File: src/rtl/conv_1st_sched_if.sv
`default_nettype none
// +----------------------------------------------------------------------------+
// | conv_1st_sched_if : scheduler <-> datapath / downstream signal bundle       |
// | rev 1.0                                                                    |
// +----------------------------------------------------------------------------+
interface conv_1st_sched_if #(
  parameter int N_PIX = 40,
  parameter int DW    = 8
);
  logic                  start_i;
  logic [5:0]            num_ch_i;
  logic                  busy_o;
  logic                  done_o;
  logic                  err_o;
  logic                  conv_sta_o;
  logic                  conv_valid_i;
  logic [N_PIX*DW-1:0]   conv_data_i;
  logic [DW-1:0]         out_data_o;
  logic                  out_valid_o;
  logic                  out_ready_i;
  logic [4:0]            out_ch_o;
  logic [5:0]            out_idx_o;
  logic                  out_last_o;

  // Scheduler side
  modport slave (
    input  start_i, num_ch_i, conv_valid_i, conv_data_i, out_ready_i,
    output busy_o, done_o, err_o, conv_sta_o,
    output out_data_o, out_valid_o, out_ch_o, out_idx_o, out_last_o
  );

  // Controller / datapath / sink side
  modport master (
    output start_i, num_ch_i, conv_valid_i, conv_data_i, out_ready_i,
    input  busy_o, done_o, err_o, conv_sta_o,
    input  out_data_o, out_valid_o, out_ch_o, out_idx_o, out_last_o
  );
endinterface
`default_nettype wire

File: src/rtl/conv_1st_sched.sv
`default_nettype none
// +----------------------------------------------------------------------------+
// | conv_1st_sched : ping-pong row scheduler between conv datapath and stream  |
// | rev 1.0                                                                    |
// +----------------------------------------------------------------------------+
module conv_1st_sched #(
  parameter int N_PIX = 40,
  parameter int DW    = 8
) (
  input wire              clk,
  input wire              rst,
  conv_1st_sched_if.slave bus
);

  localparam int         ROW_W    = N_PIX * DW;
  localparam logic [5:0] IDX_LAST = 6'(N_PIX - 1);
  localparam logic [5:0] MAX_CH   = 6'd32;

  typedef enum logic [1:0] {
    S_IDLE = 2'd0,
    S_RUN  = 2'd1,
    S_FIN  = 2'd2
  } state_t;

  state_t            state_q,    state_d;
  logic [5:0]        num_ch_q,   num_ch_d;
  logic [5:0]        issued_q,   issued_d;
  logic [5:0]        drained_q,  drained_d;
  logic              outst_q,    outst_d;
  logic [1:0]        full_q,     full_d;
  logic              wr_ptr_q,   wr_ptr_d;
  logic              rd_ptr_q,   rd_ptr_d;
  logic [5:0]        idx_q,      idx_d;
  logic [4:0]        ch_q,       ch_d;
  logic              out_valid_q, out_valid_d;
  logic              err_q,      err_d;
  logic [ROW_W-1:0]  buf_q [2];
  logic [ROW_W-1:0]  buf_d [2];

  logic              sta;
  logic              cap;
  logic              take;
  logic              row_done;
  logic [ROW_W-1:0]  rd_row;

  // Only one request in flight; the free-buffer test guarantees the buffer at
  // wr_ptr is empty when the row comes back.
  assign sta      = (state_q == S_RUN) && !outst_q && (full_q != 2'b11) &&
                    (issued_q < num_ch_q);
  assign cap      = (state_q == S_RUN) && bus.conv_valid_i && outst_q;
  assign take     = out_valid_q && bus.out_ready_i;
  assign row_done = take && (idx_q == IDX_LAST);
  assign rd_row   = buf_q[rd_ptr_q];

  always_comb begin
    state_d     = state_q;
    num_ch_d    = num_ch_q;
    issued_d    = issued_q;
    drained_d   = drained_q;
    outst_d     = outst_q;
    full_d      = full_q;
    wr_ptr_d    = wr_ptr_q;
    rd_ptr_d    = rd_ptr_q;
    idx_d       = idx_q;
    ch_d        = ch_q;
    err_d       = err_q;
    buf_d       = buf_q;

    case (state_q)
      S_IDLE: begin
        if (bus.start_i) begin
          state_d   = S_RUN;
          num_ch_d  = (bus.num_ch_i == 6'd0 || bus.num_ch_i > MAX_CH) ?
                      MAX_CH : bus.num_ch_i;
          issued_d  = 6'd0;
          drained_d = 6'd0;
          outst_d   = 1'b0;
          full_d    = 2'b00;
          wr_ptr_d  = 1'b0;
          rd_ptr_d  = 1'b0;
          idx_d     = 6'd0;
          ch_d      = 5'd0;
          err_d     = 1'b0;
        end
      end

      S_RUN: begin
        if (sta) begin
          outst_d  = 1'b1;
          issued_d = issued_q + 6'd1;
        end
        if (cap) begin
          buf_d[wr_ptr_q]  = bus.conv_data_i;
          full_d[wr_ptr_q] = 1'b1;
          wr_ptr_d         = ~wr_ptr_q;
          outst_d          = 1'b0;
        end
        if (take) begin
          if (row_done) begin
            idx_d            = 6'd0;
            full_d[rd_ptr_q] = 1'b0;
            rd_ptr_d         = ~rd_ptr_q;
            drained_d        = drained_q + 6'd1;
            // Hold the channel on the final row so it never runs past num_ch.
            if (drained_d != num_ch_q) begin
              ch_d = ch_q + 5'd1;
            end
          end else begin
            idx_d = idx_q + 6'd1;
          end
        end
        if (drained_d == num_ch_q) begin
          state_d = S_FIN;
        end
      end

      S_FIN: begin
        state_d = S_IDLE;
      end

      default: begin
        state_d = S_IDLE;
      end
    endcase

    // A row with no matching request is dropped; flagging wins over a
    // same-cycle start clear.
    if (bus.conv_valid_i && !cap) begin
      err_d = 1'b1;
    end

    // Looking at next-cycle flags lets a freed and a captured buffer swap
    // without a gap in out_valid.
    out_valid_d = full_d[rd_ptr_d];
  end

  always_ff @(posedge clk) begin
    if (rst) begin
      state_q     <= S_IDLE;
      num_ch_q    <= 6'd0;
      issued_q    <= 6'd0;
      drained_q   <= 6'd0;
      outst_q     <= 1'b0;
      full_q      <= 2'b00;
      wr_ptr_q    <= 1'b0;
      rd_ptr_q    <= 1'b0;
      idx_q       <= 6'd0;
      ch_q        <= 5'd0;
      out_valid_q <= 1'b0;
      err_q       <= 1'b0;
    end else begin
      state_q     <= state_d;
      num_ch_q    <= num_ch_d;
      issued_q    <= issued_d;
      drained_q   <= drained_d;
      outst_q     <= outst_d;
      full_q      <= full_d;
      wr_ptr_q    <= wr_ptr_d;
      rd_ptr_q    <= rd_ptr_d;
      idx_q       <= idx_d;
      ch_q        <= ch_d;
      out_valid_q <= out_valid_d;
      err_q       <= err_d;
    end
  end

  // Row storage carries no reset; its contents are only observed behind full flags.
  always_ff @(posedge clk) begin
    buf_q <= buf_d;
  end

  assign bus.busy_o      = (state_q != S_IDLE);
  assign bus.done_o      = (state_q == S_FIN);
  assign bus.err_o       = err_q;
  assign bus.conv_sta_o  = sta;
  assign bus.out_valid_o = out_valid_q;
  assign bus.out_data_o  = out_valid_q ? rd_row[int'(idx_q) * DW +: DW] : '0;
  assign bus.out_ch_o    = ch_q;
  assign bus.out_idx_o   = idx_q;
  assign bus.out_last_o  = out_valid_q && (idx_q == IDX_LAST);

endmodule
`default_nettype wire

File: src/flat_wrapper.sv
// flat-port wrapper written by rule: the top's interface ports become plain ports
module conv_1st_sched_flat 
#(
  parameter int N_PIX = 40,
  parameter int DW    = 8
)
  (clk, rst, bus_start_i, bus_num_ch_i, bus_conv_valid_i, bus_conv_data_i, bus_out_ready_i, bus_busy_o, bus_done_o, bus_err_o, bus_conv_sta_o, bus_out_data_o, bus_out_valid_o, bus_out_ch_o, bus_out_idx_o, bus_out_last_o);
  conv_1st_sched_if #(.N_PIX(N_PIX), .DW(DW)) bus_i ();
  input wire clk;
  input wire rst;
  input wire logic [$bits(bus_i.start_i)-1:0] bus_start_i;
  input wire logic [$bits(bus_i.num_ch_i)-1:0] bus_num_ch_i;
  input wire logic [$bits(bus_i.conv_valid_i)-1:0] bus_conv_valid_i;
  input wire logic [$bits(bus_i.conv_data_i)-1:0] bus_conv_data_i;
  input wire logic [$bits(bus_i.out_ready_i)-1:0] bus_out_ready_i;
  output wire logic [$bits(bus_i.busy_o)-1:0] bus_busy_o;
  output wire logic [$bits(bus_i.done_o)-1:0] bus_done_o;
  output wire logic [$bits(bus_i.err_o)-1:0] bus_err_o;
  output wire logic [$bits(bus_i.conv_sta_o)-1:0] bus_conv_sta_o;
  output wire logic [$bits(bus_i.out_data_o)-1:0] bus_out_data_o;
  output wire logic [$bits(bus_i.out_valid_o)-1:0] bus_out_valid_o;
  output wire logic [$bits(bus_i.out_ch_o)-1:0] bus_out_ch_o;
  output wire logic [$bits(bus_i.out_idx_o)-1:0] bus_out_idx_o;
  output wire logic [$bits(bus_i.out_last_o)-1:0] bus_out_last_o;
  assign bus_i.start_i = bus_start_i;
  assign bus_i.num_ch_i = bus_num_ch_i;
  assign bus_i.conv_valid_i = bus_conv_valid_i;
  assign bus_i.conv_data_i = bus_conv_data_i;
  assign bus_i.out_ready_i = bus_out_ready_i;
  assign bus_busy_o = bus_i.busy_o;
  assign bus_done_o = bus_i.done_o;
  assign bus_err_o = bus_i.err_o;
  assign bus_conv_sta_o = bus_i.conv_sta_o;
  assign bus_out_data_o = bus_i.out_data_o;
  assign bus_out_valid_o = bus_i.out_valid_o;
  assign bus_out_ch_o = bus_i.out_ch_o;
  assign bus_out_idx_o = bus_i.out_idx_o;
  assign bus_out_last_o = bus_i.out_last_o;
  conv_1st_sched #(.N_PIX(N_PIX), .DW(DW)) u_core (.clk(clk), .rst(rst), .bus(bus_i));
endmodule
File: config.mk
export PLATFORM = sky130hd
export DESIGN_NAME = conv_1st_sched_flat
export DESIGN_NICKNAME = d
export VERILOG_FILES = /design/src/rtl/conv_1st_sched_if.sv /design/src/rtl/conv_1st_sched.sv /design/src/flat_wrapper.sv
export SDC_FILE = /design/constraint.sdc
export NUM_CORES = 1
export LEC_CHECK = 0
export BUFFER_PORTS_ARGS = -buffer_cell sky130_fd_sc_hd__buf_2
export CAP_MARGIN = 30
export CORE_UTILIZATION = 45
export CTS_CLUSTER_DIAMETER = 150
export CTS_CLUSTER_SIZE = 25
export DETAILED_ROUTE_END_ITERATION = 8
export PLACE_DENSITY_LB_ADDON = 0.3
export SLEW_MARGIN = 20
export SYNTH_ARGS = -nofsm -noshare
export SYNTH_HDL_FRONTEND = slang
export SYNTH_SLANG_ARGS = --single-unit
export TNS_END_PERCENT = 100
File: constraint.sdc
create_clock -name clk -period 39.3 [get_ports clk]
set_input_delay 5.895 -clock clk [delete_from_list [all_inputs] [get_ports clk]]
set_output_delay 5.895 -clock clk [all_outputs]
set_load 0.02 [all_outputs]
==> key figures <==
Critical path
  • Crit path kind: reg -> out
  • R2R Path End: u_core.buf_q[420]
  • Max Fanout on Critical Path: 36
  • Arr. time, crit path: roughly 4400 ps
  • Reg2reg start: u_core.state_q[1]
  • Worst Path Required: 33400 ps
  • R2R Setup Slk: 35620 ps
  • Startpoint Class: register
  • Crit. End Element: output port
  • R2R cell count: 6

Power
  • P per Cell Area: roughly 40 mW/mm2
  • Reg power frac: 0.662
  • P_sw: 0.241 mW
  • Clock network fraction of design power: 0.301
  • Comb power frac: 0.037
  • P_int: 0.959 mW
  • Tot Pwr: approximately 1.2 mW
  • Switching Fraction: 0.201
  • Leak Pwr: 9.79 nW
  • Worst vdd ir: roughly 0.000037 V

Worst hold path
  • WHS Path Cells: 2
  • HP Class: reg -> reg
  • Hold Path End: u_core.bus.out_ch_o[4]
  • Hold Crit Start: u_core.bus.out_ch_o[4]

Clocking
  • Root Buffer Master: clkbuf_16
  • Clk sinks: 678
  • Post-CTS resize count: 0
  • Hold buffer count at CTS: 0
  • Total CTS buffers: 31
  • Reg clk slew, reported paths: 100 ps
  • CTS max path bufs: 3
  • Later-pin clock latency in the skew report: 650 ps
  • # H-tree levels: 1
  • Post-CTS Setup Bufs: 0
  • CTS tree: built

Floorplan
  • Rows: between 80 and 90
  • Die span in y: 245 um
  • Die area: 0.0600 mm2
  • Core Footprint: just under 0.06 mm2
  • Initial Util: 0.457
  • Die width: 245 um
  • # IOs: ~360

Global routing
  • Number of antenna violations at the first check in global routing: 36
  • Vias in the first global route: 14600
  • GR Util All Layers: 0.212
  • Largest net degree at the start of global routing: 183
  • First-pass GRT wire length: 92900 um
  • Total gr overflow: 0

Route
  • Post-route ant nets: 0
  • # DRC: 0
  • DR pass1 iterations: 5
  • WL per Instance: roughly 26 um
  • Vias: 14100
  • Initial drt markers: just over 1000
  • Final WL: about 64000 um
  • Via density: 5.66

Synthesis
  • Yosys top cell by area: edfxtp_1
  • Cell variety after synth: 57
  • Post-synth ARST share: 0
  • Synth warn: 0
  • Post-synth top area share: 0.724
  • Syn Nets: about 1700
  • Prevailing post-synth register cell: edfxtp_1
  • Yosys reg bits: 678
  • Number of enable-type register cells in the synthesized netlist: between 600 and 700
  • Synthesized area per cell: about 20 um2
  • Synth top area cells: edfxtp_1, mux4_2, dfxtp_1, mux2i_1, nand3_1
  • Seq/Total Area, Yosys: 0.753
  • Cells after Synth: around 1300
  • Synthesized cell area: 0.0265 mm2

Timing
  • Worst Tran Pin Value: about 1300 ps
  • Fmax: 0.0975 GHz
  • Period utilization: 0.261
  • Setup TNS: 0 ps
  • Final setup fails: 0
  • RSZ-0062 raised after global routing: no
  • Clock Skew: 22.7 ps
  • Minimum clock period: 10260 ps
  • Pins Over Slew Limit: 0
  • Worst relative slew slack: 0.147
  • Hold Violations, Final: 0

Cells and area
  • Area Growth Syn to Fin: 14.2%
  • Nets: 2027
  • Fraction of layout cells with a size suffix above 1: 0.353

Run
  • Max Cap Viol: 0

Placement
  • I/O Buffers: 355
  • Detail Placement HPWL: 43500 um
  • Placer congestion estimate: 0.805

Status
  • Run status: completed
-- logic make-up after synthesis --
group | after synthesis | share of synthesized area
AO/OA/AOI/OAI | 142 | 0.0352
XOR/XNOR | 13 | 0.00481
adder cells (fa/ha/maj) | 9 | 0.00424
buffers and inverters | 82 | 0.0151
flip-flops | 678 | 0.753
multiplexers | 186 | 0.145
AND/OR/NAND/NOR | 224 | 0.0431
-- layout by cell type (no fill, tap or decap), types with 19 or more instances in the layout --
master / netlist / routed
o21ai_0: 19 / 19
diode_2: 0 / 23
buf_2: 24 / 356
mux4_2: 158 / 158
clkbuf_16: 0 / 31
buf_4: 7 / 22
nand2_1: 52 / 52
edfxtp_1: 640 / 640
nand3_1: 44 / 44
mux2i_1: 25 / 25
nor2_1: 42 / 42
a21oi_1: 40 / 40
dfxtp_1: 38 / 34
a22oi_1: 25 / 25
-- area by class of cell --
class                      instances  area [um2]
antenna                           23        57.6
clock buffer                      42         817
clock inverter                     2        50.0
fill                            4609       27700
inverter                          15        56.3
multi-input combinational        574        6180
sequential                       678       20000
tap                              765         957
timing repair buffer             387        2190
-- power groups by stage --
stage	clock, mW	combinational, mW	sequential (mW)
finish	0.361	0.0444	0.794
global route	0.394	0.0482	0.794
CTS	0.372	0.0443	0.794
detailed placement	0	0.0441	0.810
global placement	0	0.0419	0.810
floorplan	0	0.0167	0.811
-- worst max-delay path by stage --
stage                                start                 to  slack [ps]  cells past startpoint
final                      u_core.rd_ptr_q  bus_out_data_o[7]       29040                     10
after global routing       u_core.rd_ptr_q  bus_out_data_o[7]       28690                     10
after CTS                  u_core.rd_ptr_q  bus_out_data_o[7]       28440                      8
after detailed placement   u_core.rd_ptr_q  bus_out_data_o[7]       29140                      8
after global placement     u_core.rd_ptr_q  bus_out_data_o[7]       29180                      8
after floorplan           bus_conv_valid_i  u_core.buf_q[320]       10230                      2
-- cell usage after synthesis (3+ instances only) --
library cell / n
edfxtp_1: 640
mux4_2: 158
nand2_1: 52
nand3_1: 44
nor2_1: 42
a21oi_1: 40
dfxtp_1: 38
a22oi_1: 25
mux2i_1: 25
buf_2: 24
clkbuf_1: 23
o21ai_0: 19
nor3_1: 18
inv_1: 15
o211ai_1: 13
nand4_1: 12
nand3b_1: 11
ha_1: 9
nor2b_1: 9
a211oi_1: 8
buf_1: 8
o22ai_1: 8
buf_4: 7
nand2b_1: 7
xnor2_1: 7
buf_6: 5
or4_1: 5
xor2_1: 5
a31oi_1: 4
and2_1: 4
and4_1: 4
o31ai_1: 4
or3_1: 4
a31o_2: 3
a41oi_1: 3
and3_1: 3
mux2_2: 3
-- critical path, cell delays in order, from the launching register on --
cell	delay, ps
dfxtp_4	720
buf_4	390
buf_16	300
buf_4	340
buf_16	300
mux4_2	540
mux2i_1	290
o211ai_1	130
a22oi_1	290
nand3_1	140
buf_2	190
-- routing by layer --
layer,vias up,track usage,wire length [um]
li1,6220,-,-
met1,7299,0.290,26300
met2,435,0.340,31700
met3,82,0.0525,4580
met4,32,0.0568,1080
met5,-,0,206
-- per-stage QoR --
step / util / cells / setup slack, ps / hold slack (ps) / area [um2]
final: 0.522 / 2486 / 29040 / 505 / 30300
after global routing: 0.522 / 2479 / 28690 / 527 / 30300
after CTS: 0.518 / 2456 / 28440 / 502 / 30100
after detailed placement: 0.503 / 2412 / 29140 / 487 / 29200
after global placement: 0.502 / 2410 / 29180 / 458 / 29100
after floorplan: - / 1334 / 10230 / 457 / 26500
-- state kept, by name, indices dropped and copies added (netlist names) --
register,cells
u_core.buf_q,640
u_core.bus.out_idx_o,6
u_core.drained_q,6
u_core.issued_q,6
u_core.num_ch_q,6
u_core.bus.out_ch_o,5
u_core.full_q,2
u_core.state_q,2
u_core.bus.err_o,1
u_core.bus.out_valid_o,1
u_core.outst_q,1
u_core.rd_ptr_q,1
u_core.wr_ptr_q,1
Power figures use the tool's default switching activity.
